File: src/rtl/instr_fetch_unit.sv
// Instruction fetch stage: owns the PC, issues in-order word requests to
// instruction memory, buffers returned words with their PCs in a small FIFO
// and hands them to decode over a valid/ready handshake. A redirect flushes
// the buffer and marks every in-flight response as stale so it is dropped.
module instr_fetch_unit #(
  parameter int              XLEN      = 32,
  parameter logic [XLEN-1:0] RESET_PC  = {XLEN{1'b0}},
  parameter int              BUF_DEPTH = 2
) (
  input  logic            clk,
  input  logic            rst_n,
  input  logic            halt,
  output logic            imem_req_valid,
  input  logic            imem_req_ready,
  output logic [XLEN-1:0] imem_req_addr,
  input  logic            imem_rsp_valid,
  input  logic [XLEN-1:0] imem_rsp_data,
  input  logic            redirect_valid,
  input  logic [XLEN-1:0] redirect_pc,
  output logic            instr_valid,
  input  logic            instr_ready,
  output logic [XLEN-1:0] instr,
  output logic [XLEN-1:0] instr_pc
);

  localparam int CW = $clog2(BUF_DEPTH) + 1;
  localparam int PW = $clog2(BUF_DEPTH);
  localparam logic [XLEN-1:0] ALIGN_MASK = ~{{(XLEN-2){1'b0}}, 2'b11};
  localparam logic [XLEN-1:0] PC_STEP    = {{(XLEN-3){1'b0}}, 3'b100};
  localparam logic [CW-1:0]   CNT_ZERO   = {CW{1'b0}};
  localparam logic [CW-1:0]   CNT_ONE    = {{(CW-1){1'b0}}, 1'b1};
  localparam logic [CW-1:0]   CNT_DEPTH  = CW'(BUF_DEPTH);
  localparam logic [PW-1:0]   PTR_ONE    = {{(PW-1){1'b0}}, 1'b1};

  typedef enum logic [1:0] {
    ST_BOOT = 2'b00,
    ST_RUN  = 2'b01,
    ST_HALT = 2'b10
  } state_t;

  state_t          state_r, state_s;
  logic [XLEN-1:0] pc_r, rsp_pc_r;
  logic [CW-1:0]   count_r, outstanding_r, discard_r;
  logic [PW-1:0]   head_r, tail_r;
  logic [XLEN-1:0] buf_instr_r [BUF_DEPTH];
  logic [XLEN-1:0] buf_pc_r    [BUF_DEPTH];

  logic [CW:0]     fill_s;
  logic            req_fire_s, rsp_accept_s, push_s, pop_s;
  logic [XLEN-1:0] target_s;

  // Request gating, handshakes and buffer push/pop decisions
  always_comb begin
    fill_s         = {1'b0, count_r} + {1'b0, outstanding_r};
    imem_req_valid = (state_r == ST_RUN) && (fill_s < {1'b0, CNT_DEPTH}) && !redirect_valid;
    req_fire_s     = imem_req_valid && imem_req_ready;
    // A response with nothing outstanding is a protocol error and is ignored.
    rsp_accept_s   = imem_rsp_valid && (outstanding_r != CNT_ZERO);
    instr_valid    = (count_r != CNT_ZERO);
    pop_s          = instr_valid && instr_ready;
    // Kept responses land in the buffer; a full buffer only takes one alongside a pop.
    push_s         = rsp_accept_s && (discard_r == CNT_ZERO) && !redirect_valid
                     && ((count_r != CNT_DEPTH) || pop_s);
    target_s       = redirect_pc & ALIGN_MASK;
    imem_req_addr  = pc_r;
    instr          = buf_instr_r[head_r];
    instr_pc       = buf_pc_r[head_r];
  end

  // Next-state logic; a redirect cycle holds RUN/HALT so halt edges are taken next cycle
  always_comb begin
    state_s = state_r;
    case (state_r)
      ST_BOOT: state_s = ST_RUN;
      ST_RUN: begin
        if (!redirect_valid && halt) state_s = ST_HALT;
        else                         state_s = ST_RUN;
      end
      ST_HALT: begin
        if (!redirect_valid && !halt) state_s = ST_RUN;
        else                          state_s = ST_HALT;
      end
      default: state_s = ST_BOOT;
    endcase
  end

  // State register
  always_ff @(posedge clk or negedge rst_n) begin
    if (!rst_n) state_r <= ST_BOOT;
    else        state_r <= state_s;
  end

  // Fetch PC and the PC of the next kept response
  always_ff @(posedge clk or negedge rst_n) begin
    if (!rst_n) begin
      pc_r     <= RESET_PC & ALIGN_MASK;
      rsp_pc_r <= RESET_PC & ALIGN_MASK;
    end else if (redirect_valid) begin
      pc_r     <= target_s;
      rsp_pc_r <= target_s;
    end else begin
      if (req_fire_s) pc_r     <= pc_r + PC_STEP;
      if (push_s)     rsp_pc_r <= rsp_pc_r + PC_STEP;
    end
  end

  // In-flight and stale-response counters; everything still in flight at a redirect goes stale
  always_ff @(posedge clk or negedge rst_n) begin
    if (!rst_n) begin
      outstanding_r <= CNT_ZERO;
      discard_r     <= CNT_ZERO;
    end else begin
      outstanding_r <= outstanding_r + (req_fire_s ? CNT_ONE : CNT_ZERO)
                                     - (rsp_accept_s ? CNT_ONE : CNT_ZERO);
      if (redirect_valid) begin
        discard_r <= outstanding_r - (rsp_accept_s ? CNT_ONE : CNT_ZERO);
      end else if (rsp_accept_s && (discard_r != CNT_ZERO)) begin
        discard_r <= discard_r - CNT_ONE;
      end else begin
        discard_r <= discard_r;
      end
    end
  end

  // Buffer occupancy and pointers; redirect empties the buffer
  always_ff @(posedge clk or negedge rst_n) begin
    if (!rst_n) begin
      count_r <= CNT_ZERO;
      head_r  <= {PW{1'b0}};
      tail_r  <= {PW{1'b0}};
    end else if (redirect_valid) begin
      count_r <= CNT_ZERO;
      head_r  <= {PW{1'b0}};
      tail_r  <= {PW{1'b0}};
    end else begin
      count_r <= count_r + (push_s ? CNT_ONE : CNT_ZERO) - (pop_s ? CNT_ONE : CNT_ZERO);
      if (pop_s)  head_r <= head_r + PTR_ONE;
      if (push_s) tail_r <= tail_r + PTR_ONE;
    end
  end

  // Buffer storage: instruction word plus the PC it was fetched from
  always_ff @(posedge clk or negedge rst_n) begin
    if (!rst_n) begin
      for (int i = 0; i < BUF_DEPTH; i++) begin
        buf_instr_r[i] <= {XLEN{1'b0}};
        buf_pc_r[i]    <= {XLEN{1'b0}};
      end
    end else if (push_s) begin
      buf_instr_r[tail_r] <= imem_rsp_data;
      buf_pc_r[tail_r]    <= rsp_pc_r;
    end
  end

endmodule

File: config.mk
export PLATFORM = sky130hd
export DESIGN_NAME = instr_fetch_unit
export DESIGN_NICKNAME = d
export VERILOG_FILES = /design/src/rtl/instr_fetch_unit.sv
export SDC_FILE = /design/constraint.sdc
export NUM_CORES = 1
export LEC_CHECK = 0
export ABC_CLOCK_PERIOD_IN_PS = 3900
export BUFFER_PORTS_ARGS = -buffer_cell sky130_fd_sc_hd__buf_4
export CORE_ASPECT_RATIO = 1.4
export CORE_MARGIN = 1
export CORE_UTILIZATION = 56
export DETAILED_ROUTE_END_ITERATION = 7
export MAX_ROUTING_LAYER = met4
export PLACE_DENSITY = 0.8
export RECOVER_POWER = 50
export SLEW_MARGIN = 0
export SYNTH_ARGS = -nofsm -noshare
export SYNTH_HDL_FRONTEND = slang
export SYNTH_SLANG_ARGS = --single-unit
File: constraint.sdc
create_clock -name clk -period 3.9 [get_ports clk]
set_input_delay 0 -clock clk [delete_from_list [all_inputs] [get_ports clk]]
set_output_delay 0 -clock clk [all_outputs]
set_load 0.1 [all_outputs]
==> results.md, run 1 <==
* Via density at 5.715
* Clock transition at path regs at approximately 0.070 ns
* Ant. Diodes at 0
* Post-synth EDFFs at 0
* Post-cts hold buffer count at 64
* HPWL after DPL at 13510 um
* Placed Cells at 1081
* First-pass GRT wire length at 35070 um
* Syn Area/Cell at about 12 um^2
* Leading register cell type out of synthesis: dfrtp_1
* H-tree depth at 4
* CTS Buf Count at 17
* Mapped cell area at 9336 um^2
* Final worst slack at 0.7261 ns
* Root Driver: clkbuf_16
* Worst Setup Path Type: register to register
* Number of clock sinks at 194
* Gr usage total at 26.54%
* Outcome: complete, but fails checks
* IO Count at 169
* Max Clock Freq at 0.3151 GHz
* Post-Layout Cell Count at around 1200
* Die Span Y at 154.8 um
* Arrival time of the worst setup path at 3.52 ns
* FFs w/ async S/R, synth at 100.0%
* Rel. slew slack at -90.15%
* Critical path's slowest cell: or3b_2
* Area of the core at 16240 um^2
* Max-Cap Viols at 2
* First DRT Iteration DRCs at 429
* Nets at 1045
* Yosys warns at 0
* Final Cycle Share at 81.38%
* Antenna violations before repair at 0
* CTS tree: done
* Clk_lat worst skew at 0.43 ns
* Port bufs at 162
* Die W at 111.1 um
* Pre-antenna DRT Iters at 7
* CP top delay family: simple AND/OR/NAND/NOR gates
* Largest net degree at the start of global routing at 117
* Endpoint class of the critical path: register
* Setup TNS Final at 0 ns
* Via Count at 6727
* Layout area overhead at 26.06%
* Dpl ws at ~0.77 ns
* Min-delay worst type: input pin to register
* Critical path fanouts, max at 21
* Mean routed wirelength per cell at approximately 18 um
* Layout cells sized above 1 at a little over a third
* CP required at 4.24 ns
* Cells after synthesis at 750
* Fin. Hold Viols at 0
* # DRC at 28
* # resized after CTS at 0
* Startpoint types: register
* Worst-margin pin slew at 2.852 ns
* Initial Util at 57.49%
* Sequential share of the synthesized area at 52.00%
* Site Rows at between 50 and 60
* Failing checks: DRC, capacitance limit, slew limit
* Gpl congestion at around 0.9
* CTS Buffer Depth at 2
* Final WL at 20850 um
* Buf/Inv on CP at 2
* Cell Chain, Critical Path: and2_1 -> fa_1 -> or3b_2 -> nor2_4 -> inv_2 -> ha_1 -> inv_1 -> ha_1 -> xnor2_1 -> xnor2_1
* Final count of pins violating max slew at 163
* Die area at 17200 um^2
* Min Tclk post-route at 3.174 ns
* Antenna viol nets, final at 0
* Gr ovfl total at 0
* RSZ-0062 raised after global routing: no
* Post-synth cell types at 52
* Setup Buffers After CTS at 0
* Vias in the first global route at 6945
* Setup-failing EPs final at 0
* Max stage delay on crit path at 0.55 ns
* Final Skew at 0.006199 ns
* #FFs+latches synth at 194
registers in the layout, summed over array words and instances (netlist names):
| name | cells |
|---|---|
| buf_instr_r | 64 |
| buf_pc_r | 60 |
| imem_req_addr | 30 |
| rsp_pc_r | 30 |
| count_r | 2 |
| discard_r | 2 |
| outstanding_r | 2 |
| state_r | 2 |
| head_r | 1 |
| tail_r | 1 |
layer usage:
metal  part of all wire (%)  GRT usage, %  up-vias
met3                    5.4         3.997       31
met5                      0             -        -
met1                     43         33.32     3350
li1                       -             -     3119
met4                    1.6         8.301        0
met2                     50         44.53      227
cell families (layout without fill, tap and decap cells):
| kind of cell | after synthesis | in the layout | synth area share [%] |
|---|---|---|---|
| multiplexers | 206 | 206 | 24.87 |
| flip-flops | 194 | 194 | 52.00 |
| AND/OR/NAND/NOR | 168 | 168 | 9.997 |
| AO/OA/AOI/OAI | 71 | 71 | 4.623 |
| buffers and inverters | 54 | 279 | 2.774 |
| XOR/XNOR | 47 | 47 | 4.409 |
| adder cells (fa/ha/maj) | 9 | 9 | 1.287 |
| other | 1 | 4 | 0.04017 |
through the flow:
stage               hold WS, ns  utilization (%)  cell area, um^2
floorplan               -0.2956                -             9348
global placement         0.1806            65.92            10710
finish                  0.02497            72.47            11770
detailed placement       0.1801            65.92            10710
CTS                    0.009788            73.37            11920
global route            0.06409            72.47            11770
synth_stat cells (2+ instances only):
library cell	number	area, um^2
dfrtp_1	194	4855
mux2_2	162	1824
nand2_1	52	195.2
mux2_1	42	473.0
o21ai_0	28	140.1
xnor2_1	27	236.5
nand3_1	23	115.1
nand4_1	22	137.6
nor2_1	20	75.07
xor2_1	20	175.2
clkbuf_1	16	60.06
inv_1	13	48.80
buf_4	10	75.07
a21oi_1	9	45.04
buf_2	9	45.04
o211ai_1	9	67.56
ha_1	8	100.1
a31oi_1	7	43.79
and3_1	7	43.79
and2_1	6	37.54
and4_1	6	52.55
nor3_1	6	30.03
buf_1	4	15.01
o21ai_1	4	20.02
o311ai_1	4	35.03
or3_1	4	25.02
a21o_1	3	22.52
nor4_1	3	18.77
nand3_2	2	20.02
nor2_4	2	22.52
nor2b_1	2	12.51
nor3b_1	2	15.01
nor4_2	2	25.02
nor4_4	2	42.54
o21a_1	2	15.01
o31ai_1	2	15.01
final timing paths:
kind / from / endpoint / slack [ns] / cells after the start
min: instr_ready / head_r / 0.02 / 4
min in group asynchronous: rst_n / buf_instr_r[21] / 0.99 / 2
max in group asynchronous: rst_n / buf_pc_r[53] / 1.21 / 2
max reg2reg: outstanding_r[0] / outstanding_r[1] / 0.73 / 10
max: outstanding_r[0] / outstanding_r[1] / 0.73 / 10
min reg2reg: buf_pc_r[6] / buf_pc_r[6] / 0.48 / 1
cells in the final DEF (no fill, tap or decap), types with 3 or more instances in the layout:
master / synthesis / layout
mux2_2: 162 / 162
o311ai_1: 4 / 4
clkinv_4: 0 / 3
nand4_1: 22 / 22
nor2_1: 20 / 20
o21ai_1: 4 / 4
and2_1: 6 / 6
o211ai_1: 9 / 9
mux2_1: 42 / 42
conb_1: 1 / 4
buf_4: 10 / 129
clkinvlp_4: 0 / 5
clkbuf_1: 16 / 36
inv_1: 13 / 13
inv_6: 0 / 3
xnor2_1: 27 / 27
dlygate4sd3_1: 0 / 64
a21oi_1: 9 / 9
xor2_1: 20 / 20
nand3_1: 23 / 23
and4_1: 6 / 6
clkbuf_16: 0 / 17
dfrtp_1: 194 / 194
or3_1: 4 / 4
nand2_1: 52 / 52
buf_12: 0 / 3
nor3_1: 6 / 6
o21ai_0: 28 / 28
and3_1: 7 / 6
a31oi_1: 7 / 7
a21o_1: 3 / 3
nor4_1: 3 / 3
ha_1: 8 / 8
worst min-delay path: stages:
cell and delay (ns):
buf_4 0.10, and2_1 0.16, xnor2_1 0.07, nor2_1 0.08
final cells by class:
cell class	instances	area [um^2]
fill	1137	4471
sequential	194	4855
tap	199	249.0
clock buffer	18	439.2
inverter	14	52.55
clock inverter	14	130.1
timing repair buffer	233	1809
multi-input combinational	505	4235
Power of run 1 is left out: the tool's default activity adds up to more than one toggle a clock period on the data nets, which glitch-free logic cannot reach.
==> inputs of run 2 (changes only) <==
--- a/config.mk
+++ b/config.mk
@@ -5,7 +5,7 @@
 export SDC_FILE = /design/constraint.sdc
 export NUM_CORES = 1
 export LEC_CHECK = 0
-export ABC_CLOCK_PERIOD_IN_PS = 3900
+export ABC_CLOCK_PERIOD_IN_PS = 3000
 export BUFFER_PORTS_ARGS = -buffer_cell sky130_fd_sc_hd__buf_4
 export CORE_ASPECT_RATIO = 1.4
 export CORE_MARGIN = 1
==> constraint.sdc (replaced) <==
create_clock -name clk -period 3 [get_ports clk]
set_input_delay 0 -clock clk [delete_from_list [all_inputs] [get_ports clk]]
set_output_delay 0 -clock clk [all_outputs]
set_load 0.1 [all_outputs]
==> results.md, run 2 (synthesis gave the netlist of run 1 again) <==
* CP startpoint: count_r[0]
* Hold Crit Start: redirect_valid
* CTS Buffer Depth at 2 (unchanged)
* Filler Cells Inserted at 1132 (-0.44%)
* CTS Buf Count at 17 (unchanged)
* Max-Cap Viols at 2 (unchanged)
* Mean routed wirelength per cell at 17.53 um (-1.0%)
* Hold path cells at 2 (-2)
* Worst-margin pin slew at 2.254 ns (-0.5982 ns)
* Final Skew at 0.009290 ns (+0.003091 ns)
* R2r endpoint: imem_req_addr[16]
* Setup-failing EPs final at 0 (unchanged)
* Site Rows at 55 (unchanged)
* Die Span Y at 154.8 um (unchanged)
* Clock transition at path regs at 0.07 ns (about the same)
* Min-delay worst type: input pin to register
* H-tree depth at 4 (unchanged)
* Layout cells sized above 1 at 35.81% (+0.74 points)
* Rel. slew slack at -50.27% (+40 points)
* RR Startpoint: count_r[0]
* Arrival time of the worst setup path at 3.10 ns (-0.42 ns)
* Initial Util at 57.49% (unchanged)
* Endpoint class of the critical path: register
* Reg2reg setup slack at 0.21 ns (-0.52 ns)
* Port bufs at 162 (unchanged)
* Failing checks: DRC, capacitance limit, slew limit
* Regs by FF count: buf_instr_r: 64 flops, buf_pc_r: 60 flops
* Gr usage total at 26.07% (-0.47 points)
* RSZ-0062 raised after global routing: no
* Most common cell after layout, fill and taps aside: dfrtp_1
* Clk_lat worst skew at 0.42 ns (about the same)
* Number of flip-flops in the largest register at 64 (unchanged)
* Area of the core at 16240 um^2 (unchanged)
* Die W at 111.1 um (unchanged)
* # DRC at 30 (+7.1%)
* Final WL at 20720 um (-0.61%)
* Vias in the first global route at 6935 (-0.14%)
* Hold Path End: count_r[0]
* Final Cell Area at 11830 um^2 (+0.54%)
* Antenna violations before repair at 0 (unchanged)
* Root Driver: clkbuf_16
* Cell Chain, Critical Path: and2_1 -> fa_1 -> or3b_2 -> nor4_4 -> buf_4 -> nand4_1 -> xnor2_1 -> mux2_2
* First DRT Iteration DRCs at 493 (+15%)
* Number of clock sinks at 194 (unchanged)
* Gr ovfl total at 0 (unchanged)
* Via density at 5.744 (+0.49%)
* Via Count at 6789 (+0.92%)
* IO Count at 169 (unchanged)
* Dpl ws at 0.2657 ns (-0.5041 ns)
* Max Clock Freq at 0.3579 GHz (+14%)
* Startpoint types: register
* Gpl congestion at 0.8782 (-2.8%)
* Layout area overhead at 26.75%
* HPWL after DPL at 13590 um (+0.57%)
* Antenna viol nets, final at 0 (unchanged)
* Critical path fanouts, max at 7 (-67%)
* Worst Setup Path Type: register to register
* Final Cycle Share at 93.14% (+12 points)
* Die area at 17200 um^2 (unchanged)
* CTS tree: done
* First-pass GRT wire length at 34560 um (-1.5%)
* CP required at 3.31 ns (-0.93 ns)
* Final worst slack at 0.2059 ns (-0.5203 ns)
* Ant. Diodes at 0 (unchanged)
* Post-placement cell area at 10760 um^2 (+0.51%)
* Largest net degree at the start of global routing at 92 (-21%)
* Setup TNS Final at 0 ns (unchanged)
* Min Tclk post-route at 2.794 ns (-0.3797 ns)
* Max stage delay on crit path at 0.55 ns (about the same)
* Critical path's slowest cell: or3b_2
* Nets at 1050 (+0.48%)
* Pre-antenna DRT Iters at 8 (+1)
* Most frequent cells in the layout: dfrtp_1 (193), mux2_2 (162), buf_4 (136)
* Fin. Hold Viols at 0 (unchanged)
* Outcome: complete, but fails checks
* FF-to-FF path depth at 8 (-2)
* Final count of pins violating max slew at 154 (-5.5%)
* Largest Register: buf_instr_r
==> run 2: changes by cell type in the layout (fill, tap and decap cells not counted), sizes merged <==
| cell | delta |
|---|---|
| clkinvlp | -2 |
| buf | +7 |
| clkinv | -1 |
| inv | -3 |
| clkbuf | +4 |
==> run 2: worst max path at each step <==
stage	end	slack (ns)	depth (start not counted)
2_1_floorplan	outstanding_r[1]	0.21	11
3_3_place_gp	imem_req_addr[16]	0.30	8
3_5_place_dp	imem_req_addr[16]	0.27	8
4_1_cts	imem_req_addr[16]	0.24	8
5_1_grt	instr_pc[22]	0.10	3
6_report	imem_req_addr[16]	0.21	8
==> run 2: what timing repair did <==
item | in CTS | in global routing
setup buffers | 0 | 0
hold endpoints to repair | 214 | 0
gates resized for setup | 0 | 0
hold buffers | 64 | 0
==> run 2: per-layer routing <==
metal  routed length [um]  vias up  track usage [%]
met5                    0        -                -
met4                  284        0            8.301
met3                 1171       21            3.997
met2                10570      241            43.70
met1                 8699     3397            32.68
li1                     -     3130                -
==> run 2: layout make-up <==
| cell class | instances | area (um^2) | share of cell area (%) |
|---|---|---|---|
| inverter | 14 | 52.55 | 0.4441 |
| clock inverter | 8 | 76.32 | 0.6450 |
| multi-input combinational | 505 | 4238 | 35.81 |
| sequential | 194 | 4856 | 41.03 |
| tap | 199 | 249.0 | 2.104 |
| clock buffer | 24 | 501.7 | 4.240 |
| timing repair buffer | 238 | 1861 | 15.72 |
==> run 2: through the flow <==
| step | std cells | utilization (%) | hold WS [ns] |
|---|---|---|---|
| detailed placement | 1086 | 66.26 | 0.1114 |
| global placement | 1086 | 66.26 | 0.1160 |
| global route | 1182 | 72.87 | 0.05409 |
| CTS | 1182 | 73.76 | 0.01152 |
| finish | 1182 | 72.87 | 0.04436 |
| floorplan | 753 | - | -0.2956 |
==> run 2: worst max-delay path: cells and delay by family, from the launching register on <==
family        cells  cell delay [ns]
simple gates      4             1.14
fa+ha+maj         1             0.47
xor+xnor          1             0.16
mux               1             0.27
buf+inv           1             0.21
flops             1             0.42
Power of run 2 is left out for the same reason.
==> inputs of run 3 (changes only) <==
--- a/config.mk
+++ b/config.mk
@@ -7,12 +7,11 @@
 export LEC_CHECK = 0
 export ABC_CLOCK_PERIOD_IN_PS = 3000
 export BUFFER_PORTS_ARGS = -buffer_cell sky130_fd_sc_hd__buf_4
-export CORE_ASPECT_RATIO = 1.4
 export CORE_MARGIN = 1
-export CORE_UTILIZATION = 56
+export CORE_UTILIZATION = 50
 export DETAILED_ROUTE_END_ITERATION = 7
 export MAX_ROUTING_LAYER = met4
-export PLACE_DENSITY = 0.8
+export PLACE_DENSITY = 0.73
 export RECOVER_POWER = 50
 export SLEW_MARGIN = 0
 export SYNTH_ARGS = -nofsm -noshare
==> results.md, run 3 (synthesis gave the netlist of run 1 again) <==
* Outcome: complete, but fails checks
* Failing checks: DRC
* CTS Buf Count at 17 (unchanged)
* Fin. Hold Viols at 0 (unchanged)
* First DRT Iteration DRCs at 294 (-40%)
* Most frequent cells in the layout: dfrtp_1 (193), mux2_2 (162), buf_4 (139)
* Setup Buffers After CTS at 0 (unchanged)
* Antenna viol nets, final at 0 (unchanged)
* Via Count at 6790 (+0.015%)
* Most common cell after layout, fill and taps aside: dfrtp_1
* Pre-antenna DRT Iters at 8 (unchanged)
* H-tree depth at 4 (unchanged)
* Worst Setup Path Type: register to register
* Layout cells sized above 1 at 36.00% (+0.19 points)
* Filler Cells Inserted at 1400 (+24%)
* CTS tree: done
* Via density at 5.575 (-2.9%)
* Ant. Diodes at 0 (unchanged)
* Mean routed wirelength per cell at 17.53 um (about the same)
* Startpoint types: register
* Largest net degree at the start of global routing at 101 (+9.8%)
* Critical path fanouts, max at 7 (unchanged)
* Rel. slew slack at 20.68% (+71 points)
* RSZ-0062 raised after global routing: no
* Antenna violations before repair at 0 (unchanged)
* Root Driver: clkbuf_16
* Initial Util at 51.45% (-6.0 points)
* First-pass GRT wire length at 35890 um (+3.9%)
* Setup TNS Final at 0 ns (unchanged)
* Gr usage total at 24.15% (-1.9 points)
* Nets at 1056 (+0.57%)
* Gr ovfl total at 0 (unchanged)
* Die W at 138.7 um (+25%)
* Layout area overhead at 27.55%
* Final worst slack at 0.2260 ns (+0.02012 ns)
* Max Clock Freq at 0.3605 GHz (+0.73%)
* Hold Crit Start: redirect_valid
* Number of clock sinks at 194 (unchanged)
* Min-delay worst type: input pin to register
* Port bufs at 162 (unchanged)
* Setup-failing EPs final at 0 (unchanged)
* Regs by FF count: buf_instr_r: 64 flops, buf_pc_r: 60 flops
* Arrival time of the worst setup path at 3.09 ns (about the same)
* Die area at 19220 um^2 (+12%)
* Number of flip-flops in the largest register at 64 (unchanged)
* IO Count at 169 (unchanged)
* Dpl ws at 0.2624 ns (-0.003319 ns)
* Die Span Y at 138.7 um (-10%)
* Largest Register: buf_instr_r
* # DRC at 14 (-53%)
* Site Rows at 49 (-11%)
* CP startpoint: outstanding_r[0]
* Max-Cap Viols at 0 (-2)
* CTS Buffer Depth at 2 (unchanged)
* Gpl congestion at 0.8657 (-1.4%)
* Final Skew at 0.006331 ns (-0.002959 ns)
* CP required at 3.32 ns (about the same)
* RR Startpoint: outstanding_r[0]
* Clk_lat worst skew at 0.43 ns (about the same)
* Final Cycle Share at 92.47% (-0.67 points)
* Worst-margin pin slew at 1.195 ns (-1.059 ns)
* Vias in the first global route at 6885 (-0.72%)
* Area of the core at 18150 um^2 (+12%)
* Final count of pins violating max slew at 0 (-100%)
* Clock transition at path regs at 0.07 ns (about the same)
* HPWL after DPL at 14460 um (+6.4%)
* Min Tclk post-route at 2.774 ns (-0.02012 ns)
* Endpoint class of the critical path: register
* # resized after CTS at 0 (unchanged)
* Final WL at 21350 um (+3.0%)
[run 3: cell count changes in the layout (fill, tap and decap cells not counted), moves of 3 or more]
cell and change:
buf_4 +3, clkbuf_8 -3, clkinv_2 -3, clkinvlp_4 +3, inv_6 +3, inv_8 +3
[run 3: worst paths after layout]
check / to / slack [ns] / cells past startpoint
max: imem_req_addr[16] / 0.23 / 8
min: tail_r / 0.03 / 2
max reg2reg: imem_req_addr[16] / 0.23 / 8
min reg2reg: buf_pc_r[29] / 0.48 / 1
max in group asynchronous: buf_pc_r[21] / 1.21 / 3
min in group asynchronous: buf_pc_r[50] / 0.19 / 2
[run 3: what timing repair did]
item,4_1_cts,5_1_grt
hold endpoints to repair,222,0
hold buffers,64,0
endpoints found under the setup margin,0,0
[run 3: critical path, stage by stage, from the launching register on]
cell,delay (ns)
dfrtp_1,0.44
and2_1,0.17
fa_1,0.48
or3b_2,0.55
nor4_4,0.26
buf_4,0.21
nand4_1,0.12
xnor2_1,0.16
mux2_2,0.27
[run 3: layer usage]
layer	global-route usage (%)	up-vias	share of wire [%]
met4	6.959	0	1.1
met5	-	-	0
met3	3.971	23	5.2
met1	33.59	3413	46
met2	36.63	213	48
li1	-	3141	-
[run 3: cell type report]
type | instances | area (um^2) | area share (%)
Sequential cell | 194 | 4856 | 40.78
Inverter | 14 | 52.55 | 0.4413
Clock inverter | 14 | 122.6 | 1.030
Multi-Input combinational cell | 505 | 4238 | 35.59
Clock buffer | 18 | 439.2 | 3.688
Timing Repair Buffer | 244 | 1914 | 16.07
Tap cell | 229 | 286.5 | 2.406
[run 3: metrics by stage]
stage	cells	hold WS, ns	cell area [um^2]	util (%)
after global routing	1218	0.02882	11910	65.62
after global placement	1122	0.1406	10840	59.75
after floorplan	753	-0.2956	9353	-
after CTS	1218	0.01298	12050	66.37
final	1218	0.03106	11910	65.62
after detailed placement	1122	0.1567	10840	59.75
Power of run 3 is left out for the same reason.
